--- config.mk ---
export PLATFORM = sky130hd
export DESIGN_NAME = imem_uart_loader_flat
export DESIGN_NICKNAME = d
export VERILOG_FILES = /design/src/rtl/imem_uart_loader_pkg.sv /design/src/rtl/imem_uart_loader_if.sv /design/src/rtl/imem_uart_loader_uart_rx.sv /design/src/rtl/imem_uart_loader.sv /design/src/flat_wrapper.sv
export SDC_FILE = /design/constraint.sdc
export NUM_CORES = 1
export LEC_CHECK = 0
export CORE_AREA = 2 2 75 130
export DETAILED_ROUTE_END_ITERATION = 8
export DIE_AREA = 0 0 77 132
export GPL_ROUTABILITY_DRIVEN = 0
export PLACE_DENSITY = 0.79
export SYNTH_ARGS = -nofsm -noshare
export SYNTH_HDL_FRONTEND = slang
export SYNTH_SLANG_ARGS = --single-unit
--- constraint.sdc ---
create_clock -name clk -period 4.3 [get_ports clk]
set_clock_uncertainty 0.05 [all_clocks]
set_input_delay 0.645 -clock clk [delete_from_list [all_inputs] [get_ports clk]]
set_output_delay 0.645 -clock clk [all_outputs]
set_load 0.01 [all_outputs]
--- src/rtl/imem_uart_loader_pkg.sv ---
// Shared types and constants for the UART instruction-memory loader.
package loader_pkg;

    // Loader frame-parsing states.
    typedef enum logic [1:0] {
        LD_IDLE,
        LD_LEN,
        LD_DATA
    } ld_state_t;

    // UART receiver states.
    typedef enum logic [1:0] {
        RX_IDLE,
        RX_START,
        RX_DATA,
        RX_STOP
    } rx_state_t;

    // Default frame start marker.
    localparam logic [7:0] SYNC_BYTE = 8'hA5;

    // Instruction memory depth in words.
    localparam int MAX_WORDS = 64;

    // A length byte is acceptable when it does not exceed the memory depth.
    function automatic logic len_ok(input logic [7:0] n);
        return n <= 8'(MAX_WORDS);
    endfunction

    // Length byte to word count: zero encodes a full-memory load.
    function automatic logic [7:0] len_words(input logic [7:0] n);
        return (n == 8'd0) ? 8'(MAX_WORDS) : n;
    endfunction

endpackage

--- src/rtl/imem_uart_loader_if.sv ---
// Serial line in, instruction-memory write port and load status out.
interface imem_uart_loader_if #(
    parameter int ADDR_W = 6
);
    logic              rxd;
    logic              im_we;
    logic [ADDR_W-1:0] im_addr;
    logic [31:0]       im_wdata;
    logic              busy;
    logic              done;
    logic              frame_err;
    logic [ADDR_W:0]   word_cnt;

    // Loader side: consumes the serial line, drives the memory write port.
    modport master (
        input  rxd,
        output im_we,
        output im_addr,
        output im_wdata,
        output busy,
        output done,
        output frame_err,
        output word_cnt
    );

    // Host / memory side: drives the serial line, observes writes and status.
    modport slave (
        output rxd,
        input  im_we,
        input  im_addr,
        input  im_wdata,
        input  busy,
        input  done,
        input  frame_err,
        input  word_cnt
    );
endinterface

--- src/rtl/imem_uart_loader_uart_rx.sv ---
// 8N1 UART receiver: two-flop synchroniser, mid-bit sampling, one-cycle
// byte_valid / byte_err pulses. Returns to idle at the stop-bit sample point.
module uart_rx
    import loader_pkg::*;
#(
    parameter int CLKS_PER_BIT = 868
) (
    input  logic       clk,
    input  logic       rst,
    input  logic       rxd,
    output logic       byte_valid,
    output logic       byte_err,
    output logic [7:0] byte_data
);
    localparam int CNT_W = $clog2(CLKS_PER_BIT);
    localparam logic [CNT_W-1:0] HALF_M1 = CNT_W'(CLKS_PER_BIT / 2 - 1);
    localparam logic [CNT_W-1:0] FULL_M1 = CNT_W'(CLKS_PER_BIT - 1);

    logic             sync1_q, sync1_d;
    logic             sync2_q, sync2_d;
    rx_state_t        state_q, state_d;
    logic [CNT_W-1:0] cnt_q, cnt_d;
    logic [2:0]       bit_q, bit_d;
    logic [7:0]       shift_q, shift_d;
    logic             valid_q, valid_d;
    logic             err_q, err_d;

    // Next-state: start-bit qualification, LSB-first shifting, stop-bit check.
    always_comb begin
        sync1_d = rxd;
        sync2_d = sync1_q;
        state_d = state_q;
        cnt_d   = cnt_q;
        bit_d   = bit_q;
        shift_d = shift_q;
        valid_d = 1'b0;
        err_d   = 1'b0;
        unique case (state_q)
            RX_IDLE: begin
                if (!sync2_q) begin
                    state_d = RX_START;
                    cnt_d   = '0;
                end
            end
            RX_START: begin
                if (cnt_q == HALF_M1) begin
                    // Line back high at mid start bit: a glitch, not a frame.
                    cnt_d   = '0;
                    bit_d   = '0;
                    state_d = sync2_q ? RX_IDLE : RX_DATA;
                end else begin
                    cnt_d = cnt_q + CNT_W'(1);
                end
            end
            RX_DATA: begin
                if (cnt_q == FULL_M1) begin
                    cnt_d   = '0;
                    shift_d = {sync2_q, shift_q[7:1]};
                    if (bit_q == 3'd7) begin
                        state_d = RX_STOP;
                    end else begin
                        bit_d = bit_q + 3'd1;
                    end
                end else begin
                    cnt_d = cnt_q + CNT_W'(1);
                end
            end
            RX_STOP: begin
                if (cnt_q == FULL_M1) begin
                    cnt_d   = '0;
                    state_d = RX_IDLE;
                    valid_d = sync2_q;
                    err_d   = !sync2_q;
                end else begin
                    cnt_d = cnt_q + CNT_W'(1);
                end
            end
            default: state_d = RX_IDLE;
        endcase
    end

    // Receiver registers; the synchroniser resets to the idle (high) level.
    always_ff @(posedge clk or posedge rst) begin
        if (rst) begin
            sync1_q <= 1'b1;
            sync2_q <= 1'b1;
            state_q <= RX_IDLE;
            cnt_q   <= '0;
            bit_q   <= '0;
            shift_q <= '0;
            valid_q <= 1'b0;
            err_q   <= 1'b0;
        end else begin
            sync1_q <= sync1_d;
            sync2_q <= sync2_d;
            state_q <= state_d;
            cnt_q   <= cnt_d;
            bit_q   <= bit_d;
            shift_q <= shift_d;
            valid_q <= valid_d;
            err_q   <= err_d;
        end
    end

    assign byte_valid = valid_q;
    assign byte_err   = err_q;
    assign byte_data  = shift_q;

endmodule

--- src/rtl/imem_uart_loader.sv ---
// UART program loader: parses SYNC, length, then little-endian 32-bit words
// and writes them to consecutive instruction-memory addresses from 0.
module imem_uart_loader
    import loader_pkg::*;
#(
    parameter int         CLKS_PER_BIT = 868,
    parameter int         ADDR_W       = 6,
    parameter logic [7:0] SYNC_BYTE    = loader_pkg::SYNC_BYTE
) (
    input  logic               clk,
    input  logic               rst,
    imem_uart_loader_if.master bus
);
    logic       rx_valid;
    logic       rx_err;
    logic [7:0] rx_data;

    uart_rx #(
        .CLKS_PER_BIT(CLKS_PER_BIT)
    ) u_rx (
        .clk       (clk),
        .rst       (rst),
        .rxd       (bus.rxd),
        .byte_valid(rx_valid),
        .byte_err  (rx_err),
        .byte_data (rx_data)
    );

    ld_state_t         st_q, st_d;
    logic [1:0]        idx_q, idx_d;
    logic [23:0]       buf_q, buf_d;
    logic [ADDR_W:0]   total_q, total_d;
    logic [ADDR_W:0]   cnt_q, cnt_d;
    logic              we_q, we_d;
    logic [ADDR_W-1:0] addr_q, addr_d;
    logic [31:0]       wdata_q, wdata_d;
    logic              busy_q, busy_d;
    logic              done_q, done_d;
    logic              ferr_q, ferr_d;

    // Frame parser: sync detection, length validation, word assembly and write.
    always_comb begin
        st_d    = st_q;
        idx_d   = idx_q;
        buf_d   = buf_q;
        total_d = total_q;
        cnt_d   = cnt_q;
        we_d    = 1'b0;
        addr_d  = addr_q;
        wdata_d = wdata_q;
        busy_d  = busy_q;
        done_d  = done_q;
        ferr_d  = ferr_q;
        unique case (st_q)
            LD_IDLE: begin
                // Framing errors and stray bytes between frames are ignored.
                if (rx_valid && rx_data == SYNC_BYTE) begin
                    st_d   = LD_LEN;
                    busy_d = 1'b1;
                    done_d = 1'b0;
                    ferr_d = 1'b0;
                    cnt_d  = '0;
                    idx_d  = '0;
                end
            end
            LD_LEN: begin
                if (rx_err || (rx_valid && !len_ok(rx_data))) begin
                    st_d   = LD_IDLE;
                    ferr_d = 1'b1;
                    busy_d = 1'b0;
                end else if (rx_valid) begin
                    total_d = (ADDR_W + 1)'(len_words(rx_data));
                    st_d    = LD_DATA;
                end
            end
            LD_DATA: begin
                // Words already written stay written; word_cnt keeps that count.
                if (rx_err) begin
                    st_d   = LD_IDLE;
                    ferr_d = 1'b1;
                    busy_d = 1'b0;
                end else if (rx_valid) begin
                    if (idx_q != 2'd3) begin
                        buf_d[8*idx_q +: 8] = rx_data;
                        idx_d = idx_q + 2'd1;
                    end else begin
                        we_d    = 1'b1;
                        addr_d  = cnt_q[ADDR_W-1:0];
                        wdata_d = {rx_data, buf_q};
                        cnt_d   = cnt_q + (ADDR_W + 1)'(1);
                        idx_d   = '0;
                        if (cnt_q + (ADDR_W + 1)'(1) == total_q) begin
                            st_d   = LD_IDLE;
                            busy_d = 1'b0;
                            done_d = 1'b1;
                        end
                    end
                end
            end
            default: st_d = LD_IDLE;
        endcase
    end

    // Loader state and registered outputs; reset abandons any frame in flight.
    always_ff @(posedge clk or posedge rst) begin
        if (rst) begin
            st_q    <= LD_IDLE;
            idx_q   <= '0;
            buf_q   <= '0;
            total_q <= '0;
            cnt_q   <= '0;
            we_q    <= 1'b0;
            addr_q  <= '0;
            wdata_q <= '0;
            busy_q  <= 1'b0;
            done_q  <= 1'b0;
            ferr_q  <= 1'b0;
        end else begin
            st_q    <= st_d;
            idx_q   <= idx_d;
            buf_q   <= buf_d;
            total_q <= total_d;
            cnt_q   <= cnt_d;
            we_q    <= we_d;
            addr_q  <= addr_d;
            wdata_q <= wdata_d;
            busy_q  <= busy_d;
            done_q  <= done_d;
            ferr_q  <= ferr_d;
        end
    end

    assign bus.im_we     = we_q;
    assign bus.im_addr   = addr_q;
    assign bus.im_wdata  = wdata_q;
    assign bus.busy      = busy_q;
    assign bus.done      = done_q;
    assign bus.frame_err = ferr_q;
    assign bus.word_cnt  = cnt_q;

endmodule

--- src/flat_wrapper.sv ---
// flat-port wrapper written by rule: the top's interface ports become plain ports
module imem_uart_loader_flat import loader_pkg::*;
#(
    parameter int         CLKS_PER_BIT = 868,
    parameter int         ADDR_W       = 6,
    parameter logic [7:0] SYNC_BYTE    = loader_pkg::SYNC_BYTE
)
  (clk, rst, bus_rxd, bus_im_we, bus_im_addr, bus_im_wdata, bus_busy, bus_done, bus_frame_err, bus_word_cnt);
  imem_uart_loader_if #(.ADDR_W(ADDR_W)) bus_i ();
  input  logic clk;
  input  logic rst;
  input wire logic [$bits(bus_i.rxd)-1:0] bus_rxd;
  output wire logic [$bits(bus_i.im_we)-1:0] bus_im_we;
  output wire logic [$bits(bus_i.im_addr)-1:0] bus_im_addr;
  output wire logic [$bits(bus_i.im_wdata)-1:0] bus_im_wdata;
  output wire logic [$bits(bus_i.busy)-1:0] bus_busy;
  output wire logic [$bits(bus_i.done)-1:0] bus_done;
  output wire logic [$bits(bus_i.frame_err)-1:0] bus_frame_err;
  output wire logic [$bits(bus_i.word_cnt)-1:0] bus_word_cnt;
  assign bus_i.rxd = bus_rxd;
  assign bus_im_we = bus_i.im_we;
  assign bus_im_addr = bus_i.im_addr;
  assign bus_im_wdata = bus_i.im_wdata;
  assign bus_busy = bus_i.busy;
  assign bus_done = bus_i.done;
  assign bus_frame_err = bus_i.frame_err;
  assign bus_word_cnt = bus_i.word_cnt;
  imem_uart_loader #(.CLKS_PER_BIT(CLKS_PER_BIT), .ADDR_W(ADDR_W), .SYNC_BYTE(SYNC_BYTE)) u_core (.clk(clk), .rst(rst), .bus(bus_i));
endmodule
# Word level (Yosys, flattened, before mapping)
# Cells that the tools add are included.
# Widths: inputs -> output; s select.
dict set report totals {
  register_bits 111
  output_inout_bits 49
  word_cells 141
}
dict set report op_classes {
  add_sub_neg 5
  magnitude_cmp 1
  muxes 59
  n_eq_ne 28
  n_reduce_logical 24
  n_bitwise 3
  n_shift 2
}
# op n
set op_table {}
lappend op_table {{$mux 7} 5}
lappend op_table {{$mux 2} 17}
lappend op_table {{$neg 5->34} 1}
lappend op_table {{$shift 8x34->24 const A} 1}
lappend op_table {{$shiftx 8x34->24} 1}
lappend op_table {{$mux 10} 3}
lappend op_table {{$pmux 10 s3} 1}
lappend op_table {{$bwmux 24} 1}
lappend op_table {{$ne 2x2->1 const B} 11}
lappend op_table {{$mux 1} 21}
lappend op_table {{$reduce_and 4->1} 5}
lappend op_table {{$reduce_and 5->1} 3}
lappend op_table {{$pmux 7 s2} 1}
lappend op_table {{$reduce_and 6->1} 2}
lappend op_table {{$add 10x1->10 const B} 1}
lappend op_table {{$eq 10x10->1 const B} 1}
lappend op_table {{$eq 10x9->1 const B} 1}
lappend op_table {{$mux 3} 3}
lappend op_table {{$eq 8x8->1 const B} 1}
lappend op_table {{$le 8x7->1 const B} 1}
lappend op_table {{$logic_not 8->1} 1}
lappend op_table {{$pmux 2 s4} 1}
lappend op_table {{$add 7x1->7 const B} 1}
lappend op_table {{$eq 7x7->1} 1}
lappend op_table {{23 further kinds} 37}

# Depth between registers and ports, before layout
# Gate-level depths: netlist of the first run.
dict set report logic_depth {
  ltp_word 7
  mapped_depth 10
  ltp_nobuf 8
}

# Cells and area by module
# From an unflattened synthesis of the first run, not the netlist that was laid out.
dict set report hier_totals {
  cells_unflattened 530
  area_unflattened_um2 5107.4
}
# mod n_inst area_each_um2 cells_each
set modules_own_cells {}
lappend modules_own_cells {imem_uart_loader 1 3743.6 409}
lappend modules_own_cells {uart_rx 1 1363.8 121}

# Worst setup path before layout of the first run
# No wires, ideal clock.
dict set report synth_timing {
  kind {register to register}
  from {reg u_core.st_q[0]}
  to {reg u_core.addr_q[0] (netlist: u_core.bus.im_addr[0])}
  setup_time_ns 0.125
  path_buffers 3
  period_less_slack_ns 2.314
  required_ns 4.125
  setup_slack_ns 1.986
  stages_incl_launch_ff 9
  t_arrival_ns 2.140
  cell_sequence {dfrtp_1 > inv_1 > ha_1 > clkbuf_1 > nor2b_1 > nand3_1 > clkbuf_1 > clkbuf_1 > mux2_2}
}
dict set report synth_via {
  elab_chain_cells 2
}
# item line_no
set synth_lines {}
lappend synth_lines {{start: declaration} imem_uart_loader.sv:29} ;# ld_state_t st_q, st_d;
lappend synth_lines {{start signal: assignment} imem_uart_loader.sv:119} ;# st_q <= st_d;
lappend synth_lines {{$eq 2x2->1} imem_uart_loader.sv:54} ;# unique case (st_q)
lappend synth_lines {{$reduce_and 4->1 (no source line)} n/a}
lappend synth_lines {{end signal: assignment} imem_uart_loader.sv:125} ;# addr_q <= addr_d;
lappend synth_lines {{end: declaration} imem_uart_loader.sv:35} ;# logic [ADDR_W-1:0] addr_q, addr_d;
# No other way between the ends.
# A chain may end at the register's enable or synchronous reset.

# Worst setup path after layout of the first run
dict set report layout_timing {
  from {reg u_core.st_q[0]}
  to {reg u_core.wdata_q[31] (netlist: u_core.bus.im_wdata[31])}
}
dict set report layout_via {
  elab_chain_cells 2
}
# item line_no
set layout_lines {}
lappend layout_lines {{$eq 2x2->1} imem_uart_loader.sv:54}
lappend layout_lines {{$reduce_and 4->1 (no source line)} n/a}
lappend layout_lines {{end signal: assignment} imem_uart_loader.sv:126} ;# wdata_q <= wdata_d;
lappend layout_lines {{end: declaration} imem_uart_loader.sv:36} ;# logic [31:0] wdata_q, wdata_d;
# No other way between the ends.

==> results.md, run 1 <==
- The flow ran to the end, and the final reports show no timing, DRC or antenna violations.
- Counting every sink on the clock net gives 111.
- The vertical die dimension is 132 um.
- Entering global routing, the biggest net connects 86 pins.
- The tree is rooted in a sky130_fd_sc_hd__clkbuf_16.
- The ratio of total power to cell area is 319 nW/um2.
- The share of total power dissipated in the clock network is 0.437.
- The initial utilization of the core area, before any placement, comes to 0.555.
- For the worst setup path, the data required time is 4.48 ns.
- The post-cts sizing count is 0.
- The switching power as a share of total power is 0.203.
- The largest stage delay on the critical path is 0.79 ns.
- Synthesis produced a netlist whose cell count is 454.
- At the later pin of the worst-skew pair, clock insertion delay measures 0.35 ns.
- The worst register-to-register path has a setup slack of 1.50 ns.
- Compared with the post-synthesis result, the final layout area differs by 17.8%.
- The core region is 9090 um2.
- After routing, the total negative slack on setup checks comes to 0 ns.
- By startpoint and endpoint, the worst setup path is classified as flop to flop.
- The worst setup slack after placement is 1.48 ns.
- STA classifies the critical path endpoint as a flop.
- The critical path goes through inv_1 > ha_1 > nor2b_1 > nand3_2 > mux2_2.
- The die covers 10,200 um2.
- The worst hold path belongs to the class flop to flop.
- The worst pin sits at a relative slew slack of 0.273.
- The data arrival time of the worst path is 2.98 ns.
- Derived from the worst setup path, the maximum achievable clock frequency is 357 MHz.
- The diode insertion count for antenna repair is 0.
- The wire length per cell is 16.1 um.
- The number of slew-limit violations in the final report is 0.
- The average footprint of a synthesized cell is 11.1 um2.
- 52 I/O pins were placed.
- The post-CTS setup repair buffer count is 0.
- Setup violations remaining at the end of the flow were counted as 0.
- After the first detailed-routing iteration, the DRC count stood at 172.
- Of the post-synthesis cell area, the dominant cell type holds 0.541.
- Among all flip-flop cells after synthesis, the most frequent one is sky130_fd_sc_hd__dfrtp_1.
- In this run the number of H-tree levels came out at 3.
- The first-pass GRT wire length is 16,900 um.
- In this run, synthesis produced a sequential element count of 111.
- The share of layout cells above drive strength 1 is 0.168.
- The slew at the pin closest to its max-slew limit is 1.09 ns.
- The portion of the clock cycle consumed by the worst path in the final layout is 0.652.
- Setup repair after global routing left no endpoint under its margin.
- The number of antenna violations at the first check in global routing is 0.
- The total overflow left after global routing is 0.
- Of all flip-flops after synthesis, the portion carrying an async set or reset was 1.00.
- The via count of the first global-routing pass is 3,550.
- The finished cells cover 5940 um2.
- After floorplanning, the core was divided into 46 placement rows.
- The die width is 77 um.
- Setup slack on the critical path of the routed design comes to 1.50 ns.
- Of the total power, registers draw 0.551.
- The first TritonRoute pass finished after 5 iterations.
- The quantity of hold-fixing buffers added after cts is 0.
- Counting along the longest clock path gives a buffer depth of 2.
- After synthesis, the netlist uses 52 different library cells.
- The highest net fanout along the worst path is 39.
- In this run the tool buffered the top-level ports with 51 buffer cells.
- For this run, the register share of the synthesized area comes to 0.551.
- The commonest cells after synthesis are sky130_fd_sc_hd__dfrtp_1, sky130_fd_sc_hd__nand2_1, sky130_fd_sc_hd__mux2_2, sky130_fd_sc_hd__o21ai_0, sky130_fd_sc_hd__clkbuf_1.
- For this design, the slowest cell found on the critical path is sky130_fd_sc_hd__nand3_2.
- The count of warnings emitted by yosys is 0.
- Summed over all cells, the static leakage comes to 2.67 nW.
- The total power draw is 0.00190 W.
- The clock tree from TritonCTS is built.
- In this run the power spent charging and discharging nets is 0.000386 W.
- Ranked by total cell area, the synthesized netlist is headed by sky130_fd_sc_hd__dfrtp_1, sky130_fd_sc_hd__mux2_2, sky130_fd_sc_hd__nand2_1, sky130_fd_sc_hd__o21ai_0, sky130_fd_sc_hd__ha_1.
- The number of buffers inserted during clock tree synthesis is 9.
- The synthesized netlist net count is 471.
- The placed instances occupy a cell area of 5650 um2.
- Yosys mapped a number of flops with a built-in enable equal to 0.
- The internal power summed over all cells is 0.00151 W.
- The combinational power share is 0.012.
- The number of routed nets with antenna violations is 0.
- In the global route stage, overall resource usage came out at 0.210.
- The detailed placement HPWL is 7030 um.
- The net count reported at finish is 514.
- The launching element type of the critical path is a flop.
- Using the TritonRoute via totals, the vias-per-cell ratio works out to 5.68.
- The worst-case IR drop observed on VDD is 0.230 mV.
- The library cell occupying the most area in the post-synthesis netlist is sky130_fd_sc_hd__dfrtp_1.
- The count of final hold-check violations is 0.
- Summing over every cut layer, the via total after detailed routing is 3,526.
- Max-cap violations in this run came to 0.
- The clock period minus final worst setup slack is 2.80 ns.
- After clock tree synthesis, the clock-pin slew on the worst setup and hold paths is 0.07 ns.
- The hold slack is 0.308 ns.
- The number of DRC violations after detailed routing is 0.
- The mapped netlist covers 5050 um2.
- Summed over all layers, the routed wires come to 10,000 um.
- The cell with the most instances after synthesis is sky130_fd_sc_hd__dfrtp_1.
## power by group through the flow
stage / Sequential, W / Combinational (W) / Clock [W]
5_1_grt: 0.00105 / 0.0000276 / 0.000885
3_3_place_gp: 0.00107 / 0.0000239 / 0
2_1_floorplan: 0.00107 / 0.0000154 / 0
6_report: 0.00105 / 0.0000228 / 0.000829
4_1_cts: 0.00105 / 0.0000244 / 0.000842
3_5_place_dp: 0.00107 / 0.0000245 / 0
## cells in the final DEF (no fill, tap or decap), types with 3 or more instances in the layout
| cell type | instances |
|---|---|
| sky130_fd_sc_hd__nand3_1 | 7 |
| sky130_fd_sc_hd__dfrtp_1 | 109 |
| sky130_fd_sc_hd__o41ai_1 | 3 |
| sky130_fd_sc_hd__nor3_1 | 8 |
| sky130_fd_sc_hd__clkdlybuf4s50_1 | 51 |
| sky130_fd_sc_hd__inv_1 | 16 |
| sky130_fd_sc_hd__a22o_1 | 5 |
| sky130_fd_sc_hd__nand2b_1 | 9 |
| sky130_fd_sc_hd__mux2_2 | 55 |
| sky130_fd_sc_hd__a31oi_1 | 3 |
| sky130_fd_sc_hd__nand2_1 | 70 |
| sky130_fd_sc_hd__o31ai_1 | 4 |
| sky130_fd_sc_hd__ha_1 | 14 |
| sky130_fd_sc_hd__a21oi_1 | 10 |
| sky130_fd_sc_hd__nor2b_1 | 4 |
| sky130_fd_sc_hd__xnor2_1 | 5 |
| sky130_fd_sc_hd__nand4_1 | 6 |
| sky130_fd_sc_hd__nor3b_1 | 4 |
| sky130_fd_sc_hd__and3_1 | 5 |
| sky130_fd_sc_hd__nor2_1 | 6 |
| sky130_fd_sc_hd__clkbuf_16 | 9 |
| sky130_fd_sc_hd__xor2_1 | 3 |
| sky130_fd_sc_hd__o21ai_0 | 46 |
| sky130_fd_sc_hd__o211ai_1 | 3 |
## cell families (layout without fill, tap and decap cells)
logic type | count (synthesis) | count (layout) | share of synthesized area
compound gates | 89 | 89 | 0.111
fa+ha+maj | 14 | 14 | 0.0347
flops | 111 | 111 | 0.551
xor+xnor | 8 | 8 | 0.0139
buf+inv | 38 | 85 | 0.0285
mux | 57 | 57 | 0.127
simple gates | 137 | 137 | 0.134
## worst paths after layout
| kind | from | to | cells after the start |
|---|---|---|---|
| worst min register to register | u_core.u_rx.sync1_q | u_core.u_rx.sync2_q | 0 |
| min in group asynchronous | rst | u_core.bus.im_wdata[8] | 2 |
| worst max register to register | u_core.st_q[0] | u_core.bus.im_wdata[31] | 5 |
| worst max-delay path | u_core.st_q[0] | u_core.bus.im_wdata[31] | 5 |
| max in group asynchronous | rst | u_core.bus.word_cnt[5] | 3 |
| worst min-delay path | u_core.u_rx.sync1_q | u_core.u_rx.sync2_q | 0 |
## sequential cells by signal (all words and copies together) (netlist names), named ones only
signal and count:
u_core.buf_q 24, u_core.bus.busy 1, u_core.bus.done 1, u_core.bus.frame_err 1
u_core.bus.im_addr 6, u_core.bus.im_wdata 32, u_core.bus.im_we 1, u_core.bus.word_cnt 7
u_core.idx_q 2, u_core.st_q 2, u_core.total_q 7, u_core.u_rx.bit_q 3
u_core.u_rx.byte_data 8, u_core.u_rx.byte_err 1, u_core.u_rx.byte_valid 1, u_core.u_rx.cnt_q 10
u_core.u_rx.state_q 1, u_core.u_rx.sync1_q 1, u_core.u_rx.sync2_q 1
## critical path, delay by kind of cell, from the launching register on
| family | cells | cell delay (ns) |
|---|---|---|
| buffers and inverters | 1 | 0.12 |
| DFF | 1 | 0.42 |
| and+or+nand+nor | 2 | 1.14 |
| muxes | 1 | 0.58 |
| adders and majority gates | 1 | 0.35 |
## final cells by class
type                    count  area [um2]
fillers                   740        3150
flip-flops and latches    111        2780
multi-input cells         305        2130
repair buffers             53         526
clock buffers              10         239
well taps                 120         150
inverters                  17        66.3
clock inverters             5        56.3
## metrics by stage
| step | std cells | utilization |
|---|---|---|
| CTS | 621 | 0.654 |
| global route | 621 | 0.654 |
| detailed placement | 606 | 0.621 |
| global placement | 606 | 0.621 |
| finish | 621 | 0.654 |
| floorplan | 454 | - |
## layer usage
metal,wire length [um],share of wire,global-route usage,up-vias
met4,213,0.021,0.0883,0
met3,312,0.031,0.0377,20
met1,4000,0.40,0.237,1744
met5,0,0,0,-
met2,5470,0.55,0.384,83
li1,-,-,-,1679
No activity file was read; power rests on OpenSTA's default activity.
==> run 2: changes to the inputs <==
- CORE_AREA: 2 2 75 130 -> 2 2 79 137
- DIE_AREA: 0 0 77 132 -> 0 0 81 139
- PLACE_DENSITY: 0.79 -> 0.75
- clock period: 4.3 -> 2.55 ns (I/O delays scaled with it)
==> run 2 against run 1 <==
Compared with the run above: final cell count is 3.4% higher; wire length is 2.8% higher; critical endpoint is now u_core.bus.busy; critical path depth is 2 higher; largest cell class unchanged; clock-buffer cell count is 1 higher; worst hold slack worse by 0.00055 ns; die area is 11% higher; power is 64% higher; non-clock buffer count is 14 higher; utilization is 5.8 points lower; sequential share of layout area is 0.94 points lower; global-route usage is 0.58 points lower; clock power is 57% higher.
==> results.md, run 2 (synthesis results as in run 1) <==
- The register with the most flip-flops in the layout has 32 of them.
- After detailed routing, the number of remaining DRC violations is 0.
- In the global route stage, overall resource usage came out at 0.204.
- The effective utilization at floorplan is 0.496.
- The worst setup slack after placement is 0.222 ns.
- STA classifies the critical path endpoint as a flop.
- Before antenna repair, the detailed router went through 4 iterations.
- The die width is 81 um.
- The sequential share of power is 0.568.
- Of the total power, combinational logic draws 0.013.
- The total of max-cap violations is 0.
- In this run the deepest clock path goes through 2 buffers.
- During placement, the flow inserted port buffers numbering 51.
- The net switching power figure is 0.000646 W.
- STA puts the critical path data arrival time at 2.53 ns.
- The number of cell rows is 49.
- The number of sinks handled by clock tree synthesis is 111.
- The count of final hold-check violations was 0.
- The count of nets left with antenna violations once routing finished came out at 0.
- The finished layout holds 642 standard cells, fillers aside.
- At the worst endpoint, the required time is 2.77 ns.
- In this run the clock root is driven by a sky130_fd_sc_hd__clkbuf_16.
- During I/O placement, the number of pins put on the boundary was 52.
- The peak ir drop on the vdd network is 0.381 mV.
- The share of layout cells above drive strength 1 is 0.190.
- Of all nets on the critical path, the largest fanout is 10.
- The first global-routing pass estimated 17,700 um of wire.
- The final layout contains 528 nets.
- The HPWL after detailed placement is 7260 um.
- The library cell used most frequently in the layout, excluding fill and tap cells, is sky130_fd_sc_hd__dfrtp_1.
- The clock network fraction of total power is 0.419.
- Of the available clock period, the critical path in the final layout requires 0.905.
- The type of the worst setup path is flop to flop.
- Clock-pin slew was measured on the worst setup and hold paths at 0.07 ns.
- The number of slew-limit violations in the final report is 0.
- The launching element type of the critical path is a flop.
- The detailed-route via count is 3,596.
- The internal portion of the total power is 0.00246 W.
- The wire length per cell is 16.0 um.
- The clock period minus final worst setup slack is 2.31 ns.
- For this block, the initial DRC count from the detailed router was 214.
- The switching power as a share of total power is 0.208.
- TritonCTS built the clock tree.
- The slew at the pin closest to its max-slew limit is 0.602 ns.
- After detailed placement, the design holds a cell count of 627.
- Using the TritonRoute via totals, the vias-per-cell ratio works out to 5.60.
- The number of antenna violations at the first check in global routing is 0.
- After filler insertion, the fill cell instance count of the layout stands at 847.
- Entering global routing, the biggest net connects 112 pins.
- Dividing total power by cell area gives a power density of 512 nW/um2.
- Setup slack closes at 0.243 ns.
- The run finished with clean final reports.
- Compared with the post-synthesis result, the final layout area differs by 20.2%.
- Setup repair after global routing could not meet its margin everywhere.
- The floorplan step defined a core boundary enclosing 10,200 um2.
- The total overflow reported by the global router is 0.
- The H-tree was split into 3 levels.
- The number of buffers inserted during clock tree synthesis is 9.
- In this run the vertical extent of the chip is 139 um.
- The number of antenna diodes in the final layout is 0.
- Power comes to 0.00310 W.
- The via count of the first global-routing pass was 3,697.
- For this design the static power due to leakage is 2.73 nW.
- The worst min-delay path class is flop to flop.
- The post-CTS setup repair buffer count is 0.
- The total length of routed wires is 10,300 um.
- In this run the tightest slew margin relative to its limit is 0.599.
- Timing would allow up to 433 MHz.
- The worst-skew pair later-pin latency is 0.35 ns.
- The number of setup violations in the final report is 0.
- The overall die area is 11,300 um2.
- The library cells used most frequently in the layout, excluding fill and tap cells, are sky130_fd_sc_hd__dfrtp_1, sky130_fd_sc_hd__nand2_1, sky130_fd_sc_hd__mux2_2, sky130_fd_sc_hd__clkdlybuf4s50_1, sky130_fd_sc_hd__o21ai_0.
run 2: power by group through the flow:
| stage | Clock [W] | Combinational [W] | Sequential (W) |
|---|---|---|---|
| global route | 0.00140 | 0.0000483 | 0.00176 |
| floorplan | 0 | 0.0000264 | 0.00180 |
| global placement | 0 | 0.0000419 | 0.00180 |
| finish | 0.00130 | 0.0000400 | 0.00176 |
| CTS | 0.00134 | 0.0000429 | 0.00176 |
| detailed placement | 0 | 0.0000428 | 0.00180 |
run 2: path summary, 6_finish.rpt:
kind | start | to | slack, ns | depth (start not counted)
max | u_core.bus.word_cnt[1] | u_core.bus.busy | 0.24 | 7
min | u_core.u_rx.sync1_q | u_core.u_rx.sync2_q | 0.31 | 0
max reg2reg | u_core.bus.word_cnt[1] | u_core.bus.busy | 0.24 | 7
min reg2reg | u_core.u_rx.sync1_q | u_core.u_rx.sync2_q | 0.31 | 0
max in group asynchronous | rst | u_core.bus.word_cnt[5] | 1.51 | 3
min in group asynchronous | rst | u_core.bus.im_wdata[29] | 0.46 | 3
run 2: timing repair:
action	in CTS	in global routing
endpoints found under the setup margin	0	3
hold buffers	0	0
resized for setup	0	1
run 2: area by class of cell:
class	instances	area, um2	share of cell area
inverters	17	67.6	0.0111
repair buffers	67	656	0.108
multi-input cells	305	2130	0.351
well taps	127	159	0.0262
flip-flops and latches	111	2780	0.458
clock buffers	11	243	0.0400
clock inverters	4	31.3	0.00516
run 2: metal layers:
| layer | vias to the layer above | track usage | routed length (um) |
|---|---|---|---|
| li1 | 1712 | - | - |
| met1 | 1799 | 0.228 | 3960 |
| met2 | 69 | 0.361 | 5760 |
| met3 | 16 | 0.0443 | 346 |
| met4 | 0 | 0.0901 | 218 |
| met5 | - | 0 | 0 |
run 2: stage by stage:
stage	hold slack (ns)	TNS, ns	cell area [um2]	utilization
finish	0.308	0	6070	0.596
global route	0.316	-0.0191	6070	0.596
CTS	0.308	0	6060	0.596
detailed placement	0.298	0	5790	0.569
global placement	0.295	0	5790	0.569
floorplan	0.295	0	5050	-
run 2: worst max-delay path: stages, from the launching register on:
cell and delay [ns]:
sky130_fd_sc_hd__dfrtp_1 0.55, sky130_fd_sc_hd__ha_2 0.36, sky130_fd_sc_hd__inv_1 0.09, sky130_fd_sc_hd__a211oi_1 0.21
sky130_fd_sc_hd__o211ai_1 0.17, sky130_fd_sc_hd__a211o_1 0.39, sky130_fd_sc_hd__a21oi_1 0.20, sky130_fd_sc_hd__mux2i_1 0.22
==> run 3: changes to the inputs <==
- SLEW_MARGIN: unset -> 30
- clock period: 2.55 -> 2 ns (I/O delays scaled with it)
==> run 3 against run 2 <==
Compared with the run above: the flow now finishes with violations (negative setup slack); final cell count rose by 6.9%; global-route usage grew 1.6 points; via count is 7.6% higher; clock power is 70% higher; die area did not move; register-to-register slack got worse by 0.40 ns; largest power group unchanged; highest routed layer unchanged.
==> results.md, run 3 (synthesis results as in run 1) <==
- The diode insertion count for antenna repair is 0.
- The number of sinks handled by clock tree synthesis is 111.
- The region available for standard cell placement spans 10,200 um2.
- The number of routed nets with antenna violations is 0.
- The clock tree buffer depth is 2.
- For this configuration, the core starts out at a cell density of 0.496.
- The library cell used most frequently in the layout, excluding fill and tap cells, is sky130_fd_sc_hd__dfrtp_1.
- The tool flagged a number of max-cap violations equal to 0.
- Leaving out fill and tap cells, the most frequent cells in the layout are sky130_fd_sc_hd__dfrtp_1, sky130_fd_sc_hd__nand2_1, sky130_fd_sc_hd__clkdlybuf4s50_1, sky130_fd_sc_hd__buf_4, sky130_fd_sc_hd__mux2_2.
- STA classifies the critical path startpoint as a flop.
- TritonCTS built the clock tree.
- The relative max-transition margin is 0.654.
- Traced cell by cell, the critical path runs through or3_4 > or4_4 > a211oi_4 > buf_6 > mux2_4.
- The number of DRC violations after detailed routing is 0.
- The pin count of the biggest net entering global routing is 49.
- The vertical die dimension is 139 um.
- The number of flip-flops in the largest register is 32.
- The overall die area is 11,300 um2.
- The checks that failed: negative setup slack.
- The largest stage delay on the critical path is 0.46 ns.
- The flop-to-flop setup slack is -0.15 ns.
- The critical register-to-register path startpoint is u_core.u_rx.byte_data[1].
- From left edge to right edge, the die measures 81 um.
- The number of buffers inserted during clock tree synthesis is 9.
- The wire length per cell is 18.1 um.
- The worst-path cell with the longest stage delay is sky130_fd_sc_hd__or4_4.
- IR analysis of the VDD net gives a maximum drop of 0.525 mV.
- The worst reg2reg path depth is 5.
- For this run, the post-layout net count is 571.
- The element type at the critical path end is a flop.
- The fraction of the core area covered by cells at the end of the flow is 0.678.
- For the worst setup path, the data arrival time is 2.34 ns.
- The smallest clock period supported by the final layout is computed as 2.15 ns.
- The number of cell rows is 49.
- The run finished, with violations left.
- The detailed placement HPWL is 8250 um.
- The clock transition at the registers of the reported paths is 0.07 ns.
- The leakage power figure is 3.06 nW.
- Across every metal layer, demand over resource in global routing totals 0.220.
- The number of non-filler instances in the completed layout is 686.
- The destination of the worst register-to-register timing path is u_core.total_q[0].
- The total length of routed wires is 12,400 um.
- After the first detailed-routing iteration, the DRC count stood at 233.
- The worst path setup slack after routing is -0.155 ns.
- The number of antenna violations at the first check in global routing is 0.
- The ratio of total power to cell area is 654 nW/um2.
- The share of layout cells above drive strength 1 is 0.338.
- Setup violations remaining at the end of the flow were counted as 27.
- The worst-skew pair later-pin latency is 0.36 ns.
- The total negative slack is -2.05 ns.
- The type of the worst setup path is flop to flop.
- The tree is rooted in a sky130_fd_sc_hd__clkbuf_16.
- The first-pass GRT wire length is 19,000 um.
- Final hold analysis gives a worst-case slack of 0.209 ns.
- Summed over all layers, the global routing overflow is 0.
- The number of slew-limit violations in the final report is 0.
- Dividing the final minimum period by the clock period gives 1.08.
- For this run, the top clock speed supported by timing is 464 MHz.
- The first detailed-routing pass took 5 iterations.
- Timing analysis after detailed placement gives a worst setup slack of -0.200 ns.
- The count of final hold-check violations is 0.
- The number of placed instances, taps included, is 660.
- Setup repair after global routing could not meet its margin everywhere.
- The H-tree depth is 3.
- Port buffering added 51 buffers.
- The path class of the tightest hold or removal check is primary input to asynchronous set/reset pin.
- Detailed routing inserted a total of 3,870 vias.
- The via density per instance is 5.64.
- The data required time at the worst endpoint is 2.19 ns.
- The slew at the pin closest to its max-slew limit is 0.515 ns.
- During I/O placement, the number of pins put on the boundary was 52.
- In this run the worst path has a maximum fanout of 4.
- The layout-stage area growth over the synthesis result is 36.8%.
- The via count of the first global-routing pass was 3,993.
-- run 3: cell types whose count changed in the layout (fill, tap and decap cells not counted), sizes merged --
cell | previous run | this run
bufinv | 0 | 4
clkinv | 1 | 0
inv | 17 | 18
clkinvlp | 3 | 1
buf | 16 | 58
-- run 3: worst max path at each step --
stage	from	end	slack [ns]
floorplan	u_core.u_rx.byte_data[1]	u_core.total_q[0]	-0.18
global route	u_core.u_rx.byte_data[1]	u_core.st_q[1]	-0.21
finish	u_core.u_rx.byte_data[1]	u_core.total_q[0]	-0.15
CTS	u_core.u_rx.byte_data[1]	u_core.total_q[0]	-0.17
global placement	u_core.u_rx.byte_data[1]	u_core.total_q[3]	-0.13
detailed placement	u_core.u_rx.byte_data[1]	u_core.total_q[0]	-0.20
-- run 3: area by class of cell --
type                            instances  area [um2]
Sequential cell                       111        2790
Fill cell                             751        3270
Clock inverter                          6         140
Clock buffer                           10         229
Inverter                               17        70.1
Timing Repair Buffer                  110        1080
Multi-Input combinational cell        305        2440
Tap cell                              127         159
-- run 3: critical path, delay by kind of cell, from the launching register on --
family / cells / cell delay [ns]
DFF: 1 / 0.39
AOI/OAI and AO/OA: 1 / 0.27
muxes: 1 / 0.31
buffers and inverters: 1 / 0.17
and+or+nand+nor: 2 / 0.86
-- run 3: layer usage --
| layer | routed length, um | vias up | track usage |
|---|---|---|---|
| met4 | 482 | 0 | 0.112 |
| met5 | 0 | - | 0 |
| met3 | 368 | 44 | 0.0449 |
| li1 | - | 1794 | - |
| met1 | 4550 | 1926 | 0.248 |
| met2 | 7010 | 106 | 0.383 |
-- run 3: what timing repair did --
item / 4_1_cts / 5_1_grt
endpoints found under the setup margin: 32 / 56
endpoints found under the hold margin: 0 / 0
gates cloned: 0 / 1
setup buffers: 3 / 6
resized for setup: 11 / 84
hold buffers: 0 / 0
pin swaps: 7 / 19
-- run 3: stage by stage --
step,cell area (um2),total power [W]
finish,6900,0.00452
global route,6900,0.00466
global placement,6080,0.00235
CTS,6510,0.00456
floorplan,5080,0.00233
detailed placement,6080,0.00235
-- run 3: power breakdown --
group	internal [W]	switching, W	leakage [nW]
sequential	0.00225	0.00000216	1.52
clock	0.00137	0.000846	0.179
combinational	0.0000133	0.0000449	1.36
